==> src/rtl/axis_pixel_fifo_pkg.sv <==
// starsoc_params: shared AXI-Stream pixel constants, beat layout and resync state encoding
package starsoc_params;
    localparam int AXIS_PIXEL_W = 24;
    typedef struct packed {
        logic                    tuser;
        logic                    tlast;
        logic [AXIS_PIXEL_W-1:0] tdata;
    } axis_pixel_t;
    typedef enum logic [1:0] {SYNC_WAIT, PASS, DROP} axis_sync_state_t;
endpackage

==> src/rtl/axis_fifo_mem.sv <==
// axis_fifo_mem: DEPTH x W dual-port RAM with synchronous write and asynchronous read
module axis_fifo_mem #(
    parameter int DEPTH = 16,
    parameter int W     = 26
) (
    input  logic                     i_clk,
    input  logic                     i_we,
    input  logic [$clog2(DEPTH)-1:0] i_waddr,
    input  logic [W-1:0]             i_wdata,
    input  logic [$clog2(DEPTH)-1:0] i_raddr,
    output logic [W-1:0]             o_rdata
);
    logic [W-1:0] r_mem [DEPTH];
    always_ff @(posedge i_clk)
        if (i_we) r_mem[i_waddr] <= i_wdata;
    assign o_rdata = r_mem[i_raddr];
endmodule

==> src/rtl/axis_pixel_fifo.sv <==
// axis_pixel_fifo: FWFT AXI-Stream pixel FIFO with loss accounting; define AXIS_FIFO_FRAME_RESYNC_EN
// to drop input after a loss until the next start-of-frame beat.
module axis_pixel_fifo
    import starsoc_params::*;
#(
    parameter int DEPTH  = 16,
    parameter int DATA_W = AXIS_PIXEL_W
) (
    input  logic                       pixel_clk,
    input  logic                       reset,
    input  logic [DATA_W-1:0]          s_tdata,
    input  logic                       s_tvalid,
    input  logic                       s_tuser,
    input  logic                       s_tlast,
    output logic                       s_tready,
    output logic [DATA_W-1:0]          m_tdata,
    output logic                       m_tvalid,
    output logic                       m_tuser,
    output logic                       m_tlast,
    input  logic                       m_tready,
    output logic [$clog2(DEPTH):0]     level,
    output logic                       overflow,
    output logic [15:0]                drop_count,
    input  logic                       clr_err
);
    localparam int AW = $clog2(DEPTH);
    logic [AW:0]       r_wptr, r_rptr, r_level, w_wptr_nxt, w_rptr_nxt;
    logic              r_full, r_overflow, w_empty, w_wr, w_rd, w_lost, w_accept;
    logic [15:0]       r_drop_count;
    logic [DATA_W+1:0] w_rdata;
    assign w_empty    = r_wptr == r_rptr;
    assign s_tready   = !r_full;
    assign m_tvalid   = !w_empty;
    assign w_wr       = s_tvalid && !r_full && w_accept;
    assign w_rd       = m_tvalid && m_tready;
    assign w_lost     = s_tvalid && r_full;
    assign w_wptr_nxt = r_wptr + (AW+1)'(w_wr);
    assign w_rptr_nxt = r_rptr + (AW+1)'(w_rd);
    assign {m_tuser, m_tlast, m_tdata} = w_empty ? '0 : w_rdata;
    assign level      = r_level;
    assign overflow   = r_overflow;
    assign drop_count = r_drop_count;
`ifdef AXIS_FIFO_FRAME_RESYNC_EN
    axis_sync_state_t r_state;
    // Only a start-of-frame beat may leave SYNC_WAIT/DROP; a loss in PASS forces DROP.
    assign w_accept = r_state == PASS || s_tuser;
    always_ff @(posedge pixel_clk)
        if (reset) r_state <= SYNC_WAIT;
        else if (s_tvalid) r_state <= r_full ? (r_state == SYNC_WAIT ? SYNC_WAIT : DROP) : (w_accept ? PASS : r_state);
`else
    assign w_accept = 1'b1;
`endif
    axis_fifo_mem #(.DEPTH(DEPTH), .W(DATA_W + 2)) u_mem (
        .i_clk   (pixel_clk),
        .i_we    (w_wr),
        .i_waddr (r_wptr[AW-1:0]),
        .i_wdata ({s_tuser, s_tlast, s_tdata}),
        .i_raddr (r_rptr[AW-1:0]),
        .o_rdata (w_rdata)
    );
    always_ff @(posedge pixel_clk) begin
        if (reset) begin
            r_wptr       <= '0;
            r_rptr       <= '0;
            r_level      <= '0;
            r_full       <= 1'b0;
            r_overflow   <= 1'b0;
            r_drop_count <= '0;
        end else begin
            r_wptr  <= w_wptr_nxt;
            r_rptr  <= w_rptr_nxt;
            r_level <= r_level + (AW+1)'(w_wr) - (AW+1)'(w_rd);
            r_full  <= (w_wptr_nxt ^ w_rptr_nxt) == {1'b1, {AW{1'b0}}};
            if (clr_err) begin
                r_overflow   <= 1'b0;
                r_drop_count <= '0;
            end else if (w_lost) begin
                r_overflow <= 1'b1;
                if (r_drop_count != 16'hFFFF) r_drop_count <= r_drop_count + 16'd1;
            end
        end
    end
endmodule

==> config.mk <==
export PLATFORM = sky130hd
export DESIGN_NAME = axis_pixel_fifo
export DESIGN_NICKNAME = d
export VERILOG_FILES = /design/src/rtl/axis_pixel_fifo_pkg.sv /design/src/rtl/axis_fifo_mem.sv /design/src/rtl/axis_pixel_fifo.sv
export SDC_FILE = /design/constraint.sdc
export NUM_CORES = 1
export LEC_CHECK = 0
export CORE_UTILIZATION = 65
export DETAILED_ROUTE_END_ITERATION = 10
export HOLD_SLACK_MARGIN = 0.08
export PLACE_DENSITY_LB_ADDON = 0.15
export SKIP_LAST_GASP = 1
export SLEW_MARGIN = 40
export SYNTH_ARGS = -nofsm -noshare
export SYNTH_HDL_FRONTEND = slang
export SYNTH_HIERARCHICAL = 1
export SYNTH_SLANG_ARGS = --single-unit
export TNS_END_PERCENT = 50
==> constraint.sdc <==
create_clock -name pixel_clk -period 7.2 [get_ports pixel_clk]
set_input_delay 1.44 -clock pixel_clk [delete_from_list [all_inputs] [get_ports pixel_clk]]
set_output_delay 1.44 -clock pixel_clk [all_outputs]
set_load 0.1 [all_outputs]
Yosys cells after proc, flatten, opt, wreduce, memory -nomap -nowiden

Memory sizes are Yosys's and may differ from the RTL's. A register that Yosys moved wholly into a read port is not among the register bits.
Cells that the tools add are included.

Bits in writable memories: 416
Bits in latches: 0
Bits in read-only memories: 0
Output and inout port bits: 50
Word-level logic and storage cells: 27
Memories kept: 1
Register bits: 33
Input bits: 31

Order comparisons: 0
Bitwise gates (word level): 1
Shift-type cells: 0
$add $sub $neg: 5
Divide/modulo/power cells: 0
Multiplexer cells: 4
$mul: 0
Eq/ne operators: 3
Reduce and logical (&&, ||, !) cells: 7

Memory list:

| memory      | depth | bits a word | rd ports | clocked after memory_dff | write ports | line                | text |
|---|---|---|---|---|---|---|---|
| u_mem.r_mem | 16    | 26          | 1        | 1                        | 1           | axis_fifo_mem.sv:13 | `logic [W-1:0] r_mem [DEPTH];` |

Operator list:

| cell                                                             | count |
|---|---|
| 26-bit 2-to-1 mux                                                | 1 |
| 16-bit by 1-bit adder with 16-bit output (second input constant) | 1 |
| 16-bit != test (second input constant)                           | 1 |
| 5-bit by 1-bit adder with 5-bit output                           | 3 |
| 5-bit == test                                                    | 1 |
| 5-bit == test (second input constant)                            | 1 |
| 5-bit by 1-bit subtractor with 5-bit output                      | 1 |
| 5-bit XOR                                                        | 1 |
| 4-bit 2-to-1 mux                                                 | 1 |
| 1-bit logical AND                                                | 3 |
| 1-bit zero test                                                  | 2 |
| 1-bit 2-to-1 mux                                                 | 2 |
| 2-bit AND reduction                                              | 1 |
| 2-bit OR reduction                                               | 1 |

Depth between registers and ports, before layout

Gate-level depths: netlist (run 1).

Depth in word-level cells: 6
Mapped depth: 11
Mapped depth without buffers: 11

Modules after synthesis

The synthesis (run 1) kept the hierarchy.

By module, submodules not included:

| module          | sequential area each (um^2) | cells each | instances | area an instance (um^2) |
|---|---|---|---|---|
| axis_fifo_mem   | 12,492.0                    | 660        | 1         | 15,856.5 |
| axis_pixel_fifo | 660.6                       | 209        | 1         | 1,916.8 |

Worst setup path after synthesis (run 1)

No wires, ideal clock.

Kind: input to register
Start point: input s_tvalid
End point: memory u_mem.r_mem[0][0] (enable)
Data arrival time: 4.056 ns
Data required time: 6.758 ns
Stages on the path: 3
Buffers on the path: 0
Slack: 2.702 ns
Library setup time: 0.442 ns
Path through: nor2b_1 or3b_2 nor3_1

Longest elaborated chain between the ends: 3

Ends and longest elaborated chain:

| element                                | line                  | text |
|---|---|---|
| start, declared                        | axis_pixel_fifo.sv:12 | `input logic s_tvalid,` |
| 1-bit logical AND                      | axis_pixel_fifo.sv:34 | `assign w_wr = s_tvalid && !r_full && w_accept;` |
| 1-bit 2-to-1 mux                       | axis_fifo_mem.sv:15   | `if (i_we) r_mem[i_waddr] <= i_wdata;` |
| 1-bit 2-to-1 mux (not written as such) | axis_fifo_mem.sv:15   |  |
| end, declared                          | axis_fifo_mem.sv:13   |  |

No other way between the ends.

Worst setup path after layout (run 1)

Start point: register r_rptr[0]
End point: output m_tdata[9]

Longest elaborated chain between the ends: 2

Ends and longest elaborated chain:

| element                | line                  | text |
|---|---|---|
| start, declared        | axis_pixel_fifo.sv:27 | `logic [AW:0] r_wptr, r_rptr, r_level, w_wptr_nxt, w_rptr_nxt;` |
| start signal, assigned | axis_pixel_fifo.sv:71 | `r_rptr <= w_rptr_nxt;` |
| 5-bit == test          | axis_pixel_fifo.sv:31 | `assign w_empty = r_wptr == r_rptr;` |
| 26-bit 2-to-1 mux      | axis_pixel_fifo.sv:39 | `assign {m_tuser, m_tlast, m_tdata} = w_empty ? '0 : w_rdata;` |
| end, declared          | axis_pixel_fifo.sv:16 | `output logic [DATA_W-1:0] m_tdata,` |

No other way between the ends.

==> summary.md, run 1 <==
| Metric | Value |
|---|---|
| Met2 Track Usage GR | `45.25%` |
| Largest cells by area after synthesis | `edfxtp_1, mux4_2, mux4_1, dfxtp_1, a22oi_1` |
| Largest area contributor in the netlist | `edfxtp_1` |
| # port buffers | `80` |
| Status | `finished clean` |
| Grt met3 use | `~5%` |
| Layer with the highest usage | `met2` |
| Global route overflow | `0` |
| Met1 Track Usage GR | `around two fifths` |
| Routed wire length | `about 38000 um` |
| CTS tree | `yes` |
| Worst-Margin Slew | `roughly 0.75 ns` |
| Worst setup EP type | `output port` |
| Crit Path Class | `flip-flop to output port` |
| Worst hold path class | `flip-flop to flip-flop` |
| Total track usage | `between 20% and 30%` |
| Most frequent cells in the layout | `edfxtp_1, mux4_2, a22oi_1` |
| Antenna violations before repair | `2` |
| Maxcap violations | `0` |
| DRT Pass-1 Iters | `5` |
| Syn_area_per_cell | `a little over 20 sq um` |
| Req. time, crit path | `between 5 and 6 ns` |
| Routed len/inst | `27.85 um` |
| Slowest stage delay, CP | `approximately 0.63 ns` |
| Initial Util | `66.13%` |
| Final worst-path cycle share | `between 60% and 70%` |
| PnR worst setup slack | `2.769 ns` |
| Footprint of the multi-input gates | `about 0.0044 sq mm` |
| Static leakage | `between 6 and 7 nW` |
| Root Driver | `clkbuf_16` |
| Row count | `60` |
| Placed cell areas | `0.01874 sq mm` |
| Mapped Area | `roughly 0.018 sq mm` |
| CP Max Fanout | `68` |
| Worst path arrival time | `~3 ns` |
| Inserted Clock Buffers | `44` |
| Clock Path Buffers | `3` |
| Pwr Total | `approximately 6.3 mW` |
| RD Place Congestion | `approximately 0.83` |
| Layout net count | `between 1000 and 1500` |
| Setup WS pre-CTS | `approximately 2.7 ns` |
| Slew HR | `around 50%` |
| Register area | `0.01316 sq mm` |
| Slowest-stage cell, CP | `mux4_1` |
| Postcts setup bufs | `0` |
| Pins Over Slew Limit | `0` |
| Fin. Hold Viols | `0` |
| Max Clk Rate | `approximately 230 MHz` |
| Post-CTS resize count | `0` |
| Number of vias per cell | `between 6 and 7` |
| Clock latency on the worst-skew pair | `about 0.55 ns` |
| Layout Cells excl Fill | `1352` |
| Final Core Density | `74.96%` |
| Filler cells | `roughly 1500` |
| Share of the yosys chip area belonging to registers | `~74%` |
| Final ANT Viol Nets | `0` |
| RSZ-0062 raised after global routing | `no` |
| Min cycle time layout | `~4.4 ns` |
| First-pass GRT wire length | `between 50000 and 60000 um` |
| Placed insts | `roughly 1300` |
| IO Pins | `roughly 80` |
| Clock-pin transition on the worst setup and hold timing paths | `roughly 0.060 ns` |
| DRC errors left | `0` |
| Die Span X | `around 170 um` |
| DR vias | `8924` |
| Vias in the first global route | `~9100` |
| Final setup vio count | `0` |
| DPL Wire Length | `18580 um` |
| Post-synth EDFFs | `~420` |
| Setup_tns | `0 ns` |
| CP startpoint kind | `flip-flop` |
| Cts hold-fix bufs | `0` |
| Commonest non-fill, non-tap cell in the layout | `edfxtp_1` |
| Area Overhead vs Synth | `13.35%` |
| Max VDD drop | `around 270 uV` |
| Design area | `between 0.02 and 0.025 sq mm` |
| Core Area | `~0.027 sq mm` |
| Seq cells post-synth | `449` |
| Syn_nets | `roughly 900` |
| Drt first-iter violations | `880` |
| Post-synth top flop | `edfxtp_1` |
| Top cell type's share of synthesized area | `a little over two thirds` |
| H-tree depth | `2` |
| Die Ht | `roughly 170 um` |
| Post-Syn Instances | `869` |
| Worst Clk Skew | `~0.016 ns` |
| Die Area | `about 0.028 sq mm` |
| Syn. warnings | `6` |
| Count of cell types in the netlist | `approximately 50` |
| CP Buf/Inv Count | `2` |
| Worst-path cell chain | `buf_12 -> mux4_1 -> a22oi_1 -> nand2_1 -> and2_1 -> buf_2` |
| Largest net degree at the start of global routing | `69` |
| Hold WS | `~0.48 ns` |
| PwrDens | `a little over 300 mW/mm^2` |
| Clk sinks | `between 400 and 500` |
| Delay-heaviest family, CP | `buffers and inverters` |
| Layout cells sized above 1 | `a little under a quarter` |
| Ys async rst share | `0%` |
cells in the mapped netlist (2+ instances only):
cell type / count
a21o_1: 2
a21oi_1: 4
a22oi_1: 52
and2_1: 29
buf_12: 7
buf_2: 11
clkbuf_1: 20
dfxtp_1: 33
edfxtp_1: 416
ha_1: 8
inv_1: 5
mux4_1: 36
mux4_2: 68
nand2_1: 39
nand2b_1: 2
nand3_1: 6
nand3b_1: 2
nand4_1: 2
nand4_2: 3
nand4_4: 2
nor2_1: 41
nor2b_1: 8
nor3_1: 12
nor3_2: 2
nor4_2: 2
nor4b_2: 2
xnor2_1: 23
xor2_1: 11
tightest hold or removal path, cell delays in order, from the launching register on:
cell     delay (ns)
dfxtp_1        0.33
nor2_1         0.05
nor2_1         0.07
metal layers:
metal  vias to the layer above  routed length (um)
met4                         0                 930
met3                        81                3031
met1                      4603               14810
met2                       452               18880
met5                         -                   0
li1                       3788                   -
power by group:
| part | internal [mW] | switching, mW | total [mW] |
|---|---|---|---|
| clock network | 1.24 | 0.908 | 2.15 |
| registers | 2.89 | 0.0375 | 2.93 |
| logic | 0.386 | 0.805 | 1.19 |
state kept, by name, summed over array words and instances, names as in the netlist:
register / cells
r_wptr: 5
r_rptr: 5
u_mem/r_mem: 416
r_full: 1
level: 5
drop_count: 16
overflow: 1
cells by family after synthesis:
group / Yosys count / synth area share (%)
adders and majority gates: 9 / 0.6758
and+or+nand+nor: 163 / 5.188
buffers and inverters: 46 / 1.753
AOI/OAI and AO/OA: 62 / 2.584
DFF: 449 / 74.00
xor gates and xnor gates: 35 / 1.802
muxes: 105 / 14.00
path summary, 6_finish.rpt:
| kind | cells past startpoint | slack (ns) | to | startpoint |
|---|---|---|---|---|
| worst min-delay path | 2 | 0.48 | overflow | overflow |
| worst min register to register | 2 | 0.48 | overflow | overflow |
| worst max-delay path | 6 | 2.77 | m_tdata[9] | r_rptr[0] |
| worst max register to register | 9 | 4.19 | r_full | r_wptr[0] |
final cells by class:
type                       instances  area share (%)
antenna                            1         0.01242
clock buffer                      60           5.975
clock inverter                    18          0.7205
inverter                           5         0.09316
multi-input combinational        374           21.74
sequential                       449           65.32
tap                              341           2.118
timing repair buffer             104           4.012
No activity file was read; power rests on OpenSTA's default activity.
==> run 2: changes to the inputs <==
--- a/config.mk
+++ b/config.mk
@@ -5,7 +5,7 @@
 export SDC_FILE = /design/constraint.sdc
 export NUM_CORES = 1
 export LEC_CHECK = 0
-export CORE_UTILIZATION = 65
+export CORE_UTILIZATION = 60
 export DETAILED_ROUTE_END_ITERATION = 10
 export HOLD_SLACK_MARGIN = 0.08
 export PLACE_DENSITY_LB_ADDON = 0.15
==> constraint.sdc (replaced) <==
create_clock -name pixel_clk -period 4.29 [get_ports pixel_clk]
set_input_delay 0.858 -clock pixel_clk [delete_from_list [all_inputs] [get_ports pixel_clk]]
set_output_delay 0.858 -clock pixel_clk [all_outputs]
set_load 0.1 [all_outputs]
==> run 2 against run 1 <==
Sequential power up 67%. Cell count up 3.5%. Utilization decreased by 5.0 points. Wire length down 2.9%.
==> summary.md, run 2 (synthesis gave the netlist of run 1 again) <==
| Metric | Value |
|---|---|
| DRC errors left | `0` |
| Most frequent cells in the layout | `edfxtp_1, mux4_2, buf_4` |
| Clock-pin transition on the worst setup and hold timing paths | `about 0.060 ns` |
| Core Area | `around 0.029 sq mm` |
| Max VDD drop | `between 500 and 600 uV` |
| Footprint of the multi-input gates | `~0.0044 sq mm` |
| Filler cells | `approximately 1800` |
| Total track usage | `between 20% and 30%` |
| FF-to-FF path depth | `10` |
| Clock latency on the worst-skew pair | `about 0.55 ns` |
| Largest register FFs | `between 400 and 500` |
| Global route overflow | `0` |
| Status | `finished clean` |
| DPL Wire Length | `18620 um` |
| Inserted Clock Buffers | `44` |
| Worst setup EP type | `output port` |
| Worst hold endpoint | `overflow` |
| Max Clk Rate | `between 200 and 300 MHz` |
| Diodes inserted | `0` |
| Clk sinks | `approximately 450` |
| H-tree depth | `2` |
| IO Pins | `between 80 and 90` |
| Register area | `0.01316 sq mm` |
| PwrDens | `522.7 mW/mm^2` |
| Placed insts | `between 1000 and 1500` |
| Worst-Margin Slew | `0.7075 ns` |
| RD Place Congestion | `~0.8` |
| RSZ-0062 raised after global routing | `no` |
| Row count | `62` |
| Final setup vio count | `0` |
| Root Driver | `clkbuf_16` |
| Maxcap violations | `0` |
| Routed wire length | `about 37000 um` |
| # port buffers | `80` |
| Static leakage | `6.602 nW` |
| Area Overhead vs Synth | `13.88%` |
| R2R Path End | `r_full` |
| R2r startpoint | `r_wptr[1]` |
| Layout Cells excl Fill | `around 1400` |
| Switch share | `between 20% and 30%` |
| Setup_tns | `0 ns` |
| Req. time, crit path | `about 3.4 ns` |
| CTS tree | `yes` |
| Flop pwr share | `46.3%` |
| Layout net count | `between 1000 and 1500` |
| Drt first-iter violations | `804` |
| Commonest non-fill, non-tap cell in the layout | `edfxtp_1` |
| Layout cells sized above 1 | `about 24%` |
| Die Area | `approximately 0.030 sq mm` |
| Number of vias per cell | `around 6.3` |
| Crit Path Class | `flip-flop to output port` |
| Register with the most flip-flops | `u_mem/r_mem` |
| Cts hold-fix bufs | `0` |
| Vias in the first global route | `between 9000 and 10000` |
| Initial Util | `around three fifths` |
| Post-CTS resize count | `0` |
| Die Span X | `around 170 um` |
| CP Max Fanout | `16` |
| DR vias | `roughly 9000` |
| Flop-to-flop setup slack | `roughly 1.3 ns` |
| CP startpoint kind | `flip-flop` |
| Final worst-path cycle share | `84.80%` |
| Largest net degree at the start of global routing | `between 100 and 150` |
| Logic pwr share | `around a fifth` |
| DRT Pass-1 Iters | `5` |
| Internal Power | `~7.6 mW` |
| Antenna violations before repair | `0` |
| Worst hold start | `overflow` |
| Die Ht | `174.1 um` |
| Slew HR | `52.48%` |
| First-pass GRT wire length | `55150 um` |
| Clock network fraction of design power | `roughly 34%` |
| Worst hold path depth | `2` |
| Fin. Hold Viols | `0` |
| Final ANT Viol Nets | `0` |
| Routed len/inst | `around 26 um` |
| Net Sw Power | `2.952 mW` |
| Min cycle time layout | `roughly 3.6 ns` |
| Clock Path Buffers | `3` |
| Worst Clk Skew | `between 0.02 and 0.025 ns` |
| Worst path arrival time | `around 2.8 ns` |
| Worst hold path class | `flip-flop to flip-flop` |
| Pins Over Slew Limit | `0` |
| Postcts setup bufs | `0` |
run 2: per-stage QoR:
step | util, % | instance area (sq um) | hold WS (ns) | setup slack, ns | total power [mW]
after floorplan | - | 17770 | 0.5282 | 0.3744 | 6.689
after global placement | 65.64 | 18990 | 0.4494 | 0.8797 | 7.047
after detailed placement | 65.25 | 18880 | 0.4712 | 0.8021 | 7.078
after CTS | 69.95 | 20240 | 0.4863 | 0.6031 | 10.66
after global routing | 69.95 | 20240 | 0.5445 | 0.5180 | 10.92
final | 69.95 | 20240 | 0.4830 | 0.6523 | 10.58
run 2: layout make-up:
type	instances	area share [%]
Clock inverter	26	0.9026
Multi-Input combinational cell	374	21.58
Inverter	5	0.09273
Clock buffer	53	5.817
Sequential cell	449	65.02
Timing Repair Buffer	108	4.216
Tap cell	384	2.374
run 2: worst max path at each step:
stage / start / endpoint / cells past startpoint
floorplan: s_tvalid / u_mem/r_mem[0][0] / 3
global placement: s_tvalid / level[4] / 10
detailed placement: s_tvalid / level[4] / 10
CTS: r_rptr[0] / m_tdata[20] / 6
global route: r_rptr[0] / m_tdata[10] / 6
finish: r_wptr[1] / m_tdata[12] / 6
run 2: per-layer routing:
layer  track usage, %  wire length, um  vias up
met3            4.396             2751       72
li1                 -                -     3795
met4            7.566              885        0
met5                0                0        -
met1            35.55            14880     4566
met2            40.43            18030      410
run 2: power groups by stage:
| stage | registers, mW | clock network, mW | logic [mW] |
|---|---|---|---|
| 6_report | 4.90 | 3.61 | 2.07 |
| 5_1_grt | 4.91 | 3.83 | 2.18 |
| 4_1_cts | 4.90 | 3.67 | 2.09 |
| 3_5_place_dp | 5.00 | 0 | 2.08 |
| 3_3_place_gp | 4.99 | 0 | 2.06 |
| 2_1_floorplan | 5.09 | 0 | 1.60 |
run 2: critical path, stage by stage, from the launching register on:
cell,delay [ns]
dfxtp_1,0.62
xor2_1,0.14
nor3_2,0.29
nand3_2,0.35
buf_4,0.37
and2_1,0.22
buf_4,0.24
==> run 3: changes to the inputs <==
--- a/config.mk
+++ b/config.mk
@@ -5,7 +5,7 @@
 export SDC_FILE = /design/constraint.sdc
 export NUM_CORES = 1
 export LEC_CHECK = 0
-export CORE_UTILIZATION = 60
+export CORE_UTILIZATION = 54
 export DETAILED_ROUTE_END_ITERATION = 10
 export HOLD_SLACK_MARGIN = 0.08
 export PLACE_DENSITY_LB_ADDON = 0.15
==> constraint.sdc (replaced) <==
create_clock -name pixel_clk -period 3.25 [get_ports pixel_clk]
set_input_delay 0.65 -clock pixel_clk [delete_from_list [all_inputs] [get_ports pixel_clk]]
set_output_delay 0.65 -clock pixel_clk [all_outputs]
set_load 0.1 [all_outputs]
==> run 3 against run 2 <==
Combinational power increased by 59%. Cell count increased by 6.1%. Sequential share of layout area decreased by 3.8 points. Clock skew decreased by 0.0092 ns. Sequential cell count unchanged. Critical endpoint is now m_tdata[5]. Worst setup slack got worse by 0.58 ns. Count of clock-buffer cells in the layout decreased by 1. Wire length decreased by 1.0%. Cell area increased by 6.1%. Die area increased by 11%.
==> summary.md, run 3 (synthesis gave the netlist of run 1 again) <==
| Metric | Value |
|---|---|
| Status | `finished clean` |
| Final setup vio count | `0` |
| # port buffers | `80` |
| RD Place Congestion | `around 0.75` |
| Routed len/inst | `roughly 24 um` |
| Delay-heaviest family, CP | `multiplexers` |
| CP Buf/Inv Count | `3` |
| Min cycle time layout | `approximately 3.2 ns` |
| DPL Wire Length | `roughly 21000 um` |
| PwrDens | `between 700 and 800 mW/mm^2` |
| Setup WS pre-CTS | `~0.35 ns` |
| Clock-pin transition on the worst setup and hold timing paths | `approximately 0.060 ns` |
| Cts hold-fix bufs | `0` |
| DRC errors left | `0` |
| Net Sw Power | `4.063 mW` |
| Pwr Total | `15.26 mW` |
| Placed cell areas | `0.01973 sq mm` |
| Slowest stage delay, CP | `about 0.58 ns` |
| Internal Power | `about 11 mW` |
| Register with the most flip-flops | `u_mem/r_mem` |
| Worst-path cell chain | `buf_12 -> buf_16 -> mux4_1 -> a22oi_1 -> nand2_1 -> and2_1 -> buf_12` |
| Clk sinks | `roughly 450` |
| Design area | `roughly 0.021 sq mm` |
| Met2 Track Usage GR | `a little over a third` |
| Most frequent cells in the layout | `edfxtp_1, mux4_2, buf_4` |
| Layout Cells excl Fill | `about 1500` |
| Switch share | `between 20% and 30%` |
| Inserted Clock Buffers | `46` |
| Logic pwr share | `between 20% and 30%` |
| CP Max Fanout | `16` |
| Crit Path Class | `flip-flop to output port` |
| Slowest-stage cell, CP | `mux4_1` |
| Flop pwr share | `between 40 and 50%` |
| First-pass GRT wire length | `between 50000 and 60000 um` |
| Worst path arrival time | `around 2.5 ns` |
| Slew HR | `a little over half` |
| Die Span X | `183.4 um` |
| Total track usage | `between 20 and 25%` |
| Pins Over Slew Limit | `0` |
| PnR worst setup slack | `between 0.06 and 0.07 ns` |
| Final ANT Viol Nets | `0` |
| CTS tree | `yes` |
| Diodes inserted | `0` |
| Max Clk Rate | `between 300 and 400 MHz` |
| Worst hold path class | `flip-flop to flip-flop` |
| Met1 Track Usage GR | `31.72%` |
| Layer with the highest usage | `met2` |
| Die Ht | `around 180 um` |
| Max VDD drop | `807.5 uV` |
| Placed insts | `around 1400` |
| CP startpoint kind | `flip-flop` |
| Routed wire length | `roughly 36000 um` |
| Number of vias per cell | `between 5 and 6` |
| Filler cells | `between 2000 and 2500` |
| Grt met3 use | `~4%` |
| Vias in the first global route | `8885` |
| Final worst-path cycle share | `between 90% and 100%` |
| H-tree depth | `2` |
| Commonest non-fill, non-tap cell in the layout | `edfxtp_1` |
| Req. time, crit path | `about 2.6 ns` |
| Static leakage | `7.001 nW` |
| Root Driver | `clkbuf_16` |
| RSZ-0062 raised after global routing | `yes` |
| DRT Pass-1 Iters | `5` |
| Antenna violations before repair | `0` |
| Fin. Hold Viols | `0` |
| Clock latency on the worst-skew pair | `0.53 ns` |
| Clock Path Buffers | `3` |
| Largest register FFs | `416` |
| Setup_tns | `0 ns` |
| Worst Clk Skew | `between 0.01 and 0.015 ns` |
| Layout net count | `between 1000 and 1500` |
| Row count | `between 60 and 70` |
| Drt first-iter violations | `around 650` |
| Worst-Margin Slew | `between 0.6 and 0.7 ns` |
| Core Area | `0.03245 sq mm` |
| IO Pins | `a little over 80` |
| Maxcap violations | `0` |
| DR vias | `8789` |
| Largest net degree at the start of global routing | `between 50 and 60` |
| Clock network fraction of design power | `approximately 36%` |
| Layout cells sized above 1 | `a little over a quarter` |
| Initial Util | `a little over half` |
| Die Area | `0.03364 sq mm` |
| Worst setup EP type | `output port` |
| Global route overflow | `0` |
| Cell mode on critical path | `buf_12` |
| Area Overhead vs Synth | `20.87%` |
| Flop-to-flop setup slack | `~0.5 ns` |
[run 3: changes by cell type in the layout (fill, tap and decap cells not counted), moves of 3 or more]
| cell | delta |
|---|---|
| buf_12 | +41 |
| bufinv_16 | +8 |
| nor2_4 | +13 |
| clkinv_2 | -4 |
| clkbuf_16 | +3 |
| buf_2 | -23 |
| nor2_2 | -13 |
[run 3: tightest hold or removal path, stage by stage, from the launching register on]
cell	delay, ns
dfxtp_1	0.33
nor2_1	0.05
nor2_1	0.07
[run 3: routing by layer]
metal	vias up	share of wire [%]
met3	36	6.2
met4	0	1.5
met2	287	49
li1	3851	-
met1	4615	43
met5	-	0
[run 3: power by group through the flow]
stage	combinational (mW)	sequential, mW	clock [mW]
floorplan	2.11	6.72	0
global placement	3.19	6.59	0
detailed placement	3.19	6.59	0
CTS	3.21	6.47	5.59
global route	3.46	6.47	5.82
finish	3.29	6.46	5.51
[run 3: final timing paths]
path                            startpoint          to  depth (start not counted)
worst max-delay path             r_rptr[0]  m_tdata[5]                          7
worst min-delay path              overflow    overflow                          2
worst max register to register   r_rptr[0]    level[4]                         12
worst min register to register    overflow    overflow                          2
[run 3: per-stage QoR]
stage / hold WS, ns / util (%)
3_3_place_gp: 0.4531 / 60.78
2_1_floorplan: 0.5282 / -
5_1_grt: 0.5328 / 66.19
3_5_place_dp: 0.4632 / 60.78
6_report: 0.4716 / 66.19
4_1_cts: 0.4776 / 65.75
[run 3: timing repair]
item	4_1_cts	5_1_grt
setup endpoints to repair	21	22
cloned	0	2
setup buffers	0	4
resized for setup	2	5
[run 3: final cells by class]
cell class              count  area, sq um  share of cell area, %
well taps                 442        553.0                  2.574
flip-flops and latches    449        13160                  61.27
clock buffers              52         1195                  5.562
repair buffers            131         1679                  7.816
clock inverters            31        407.9                  1.899
multi-input cells         374         4467                  20.79
inverters                   5        18.77                0.08737
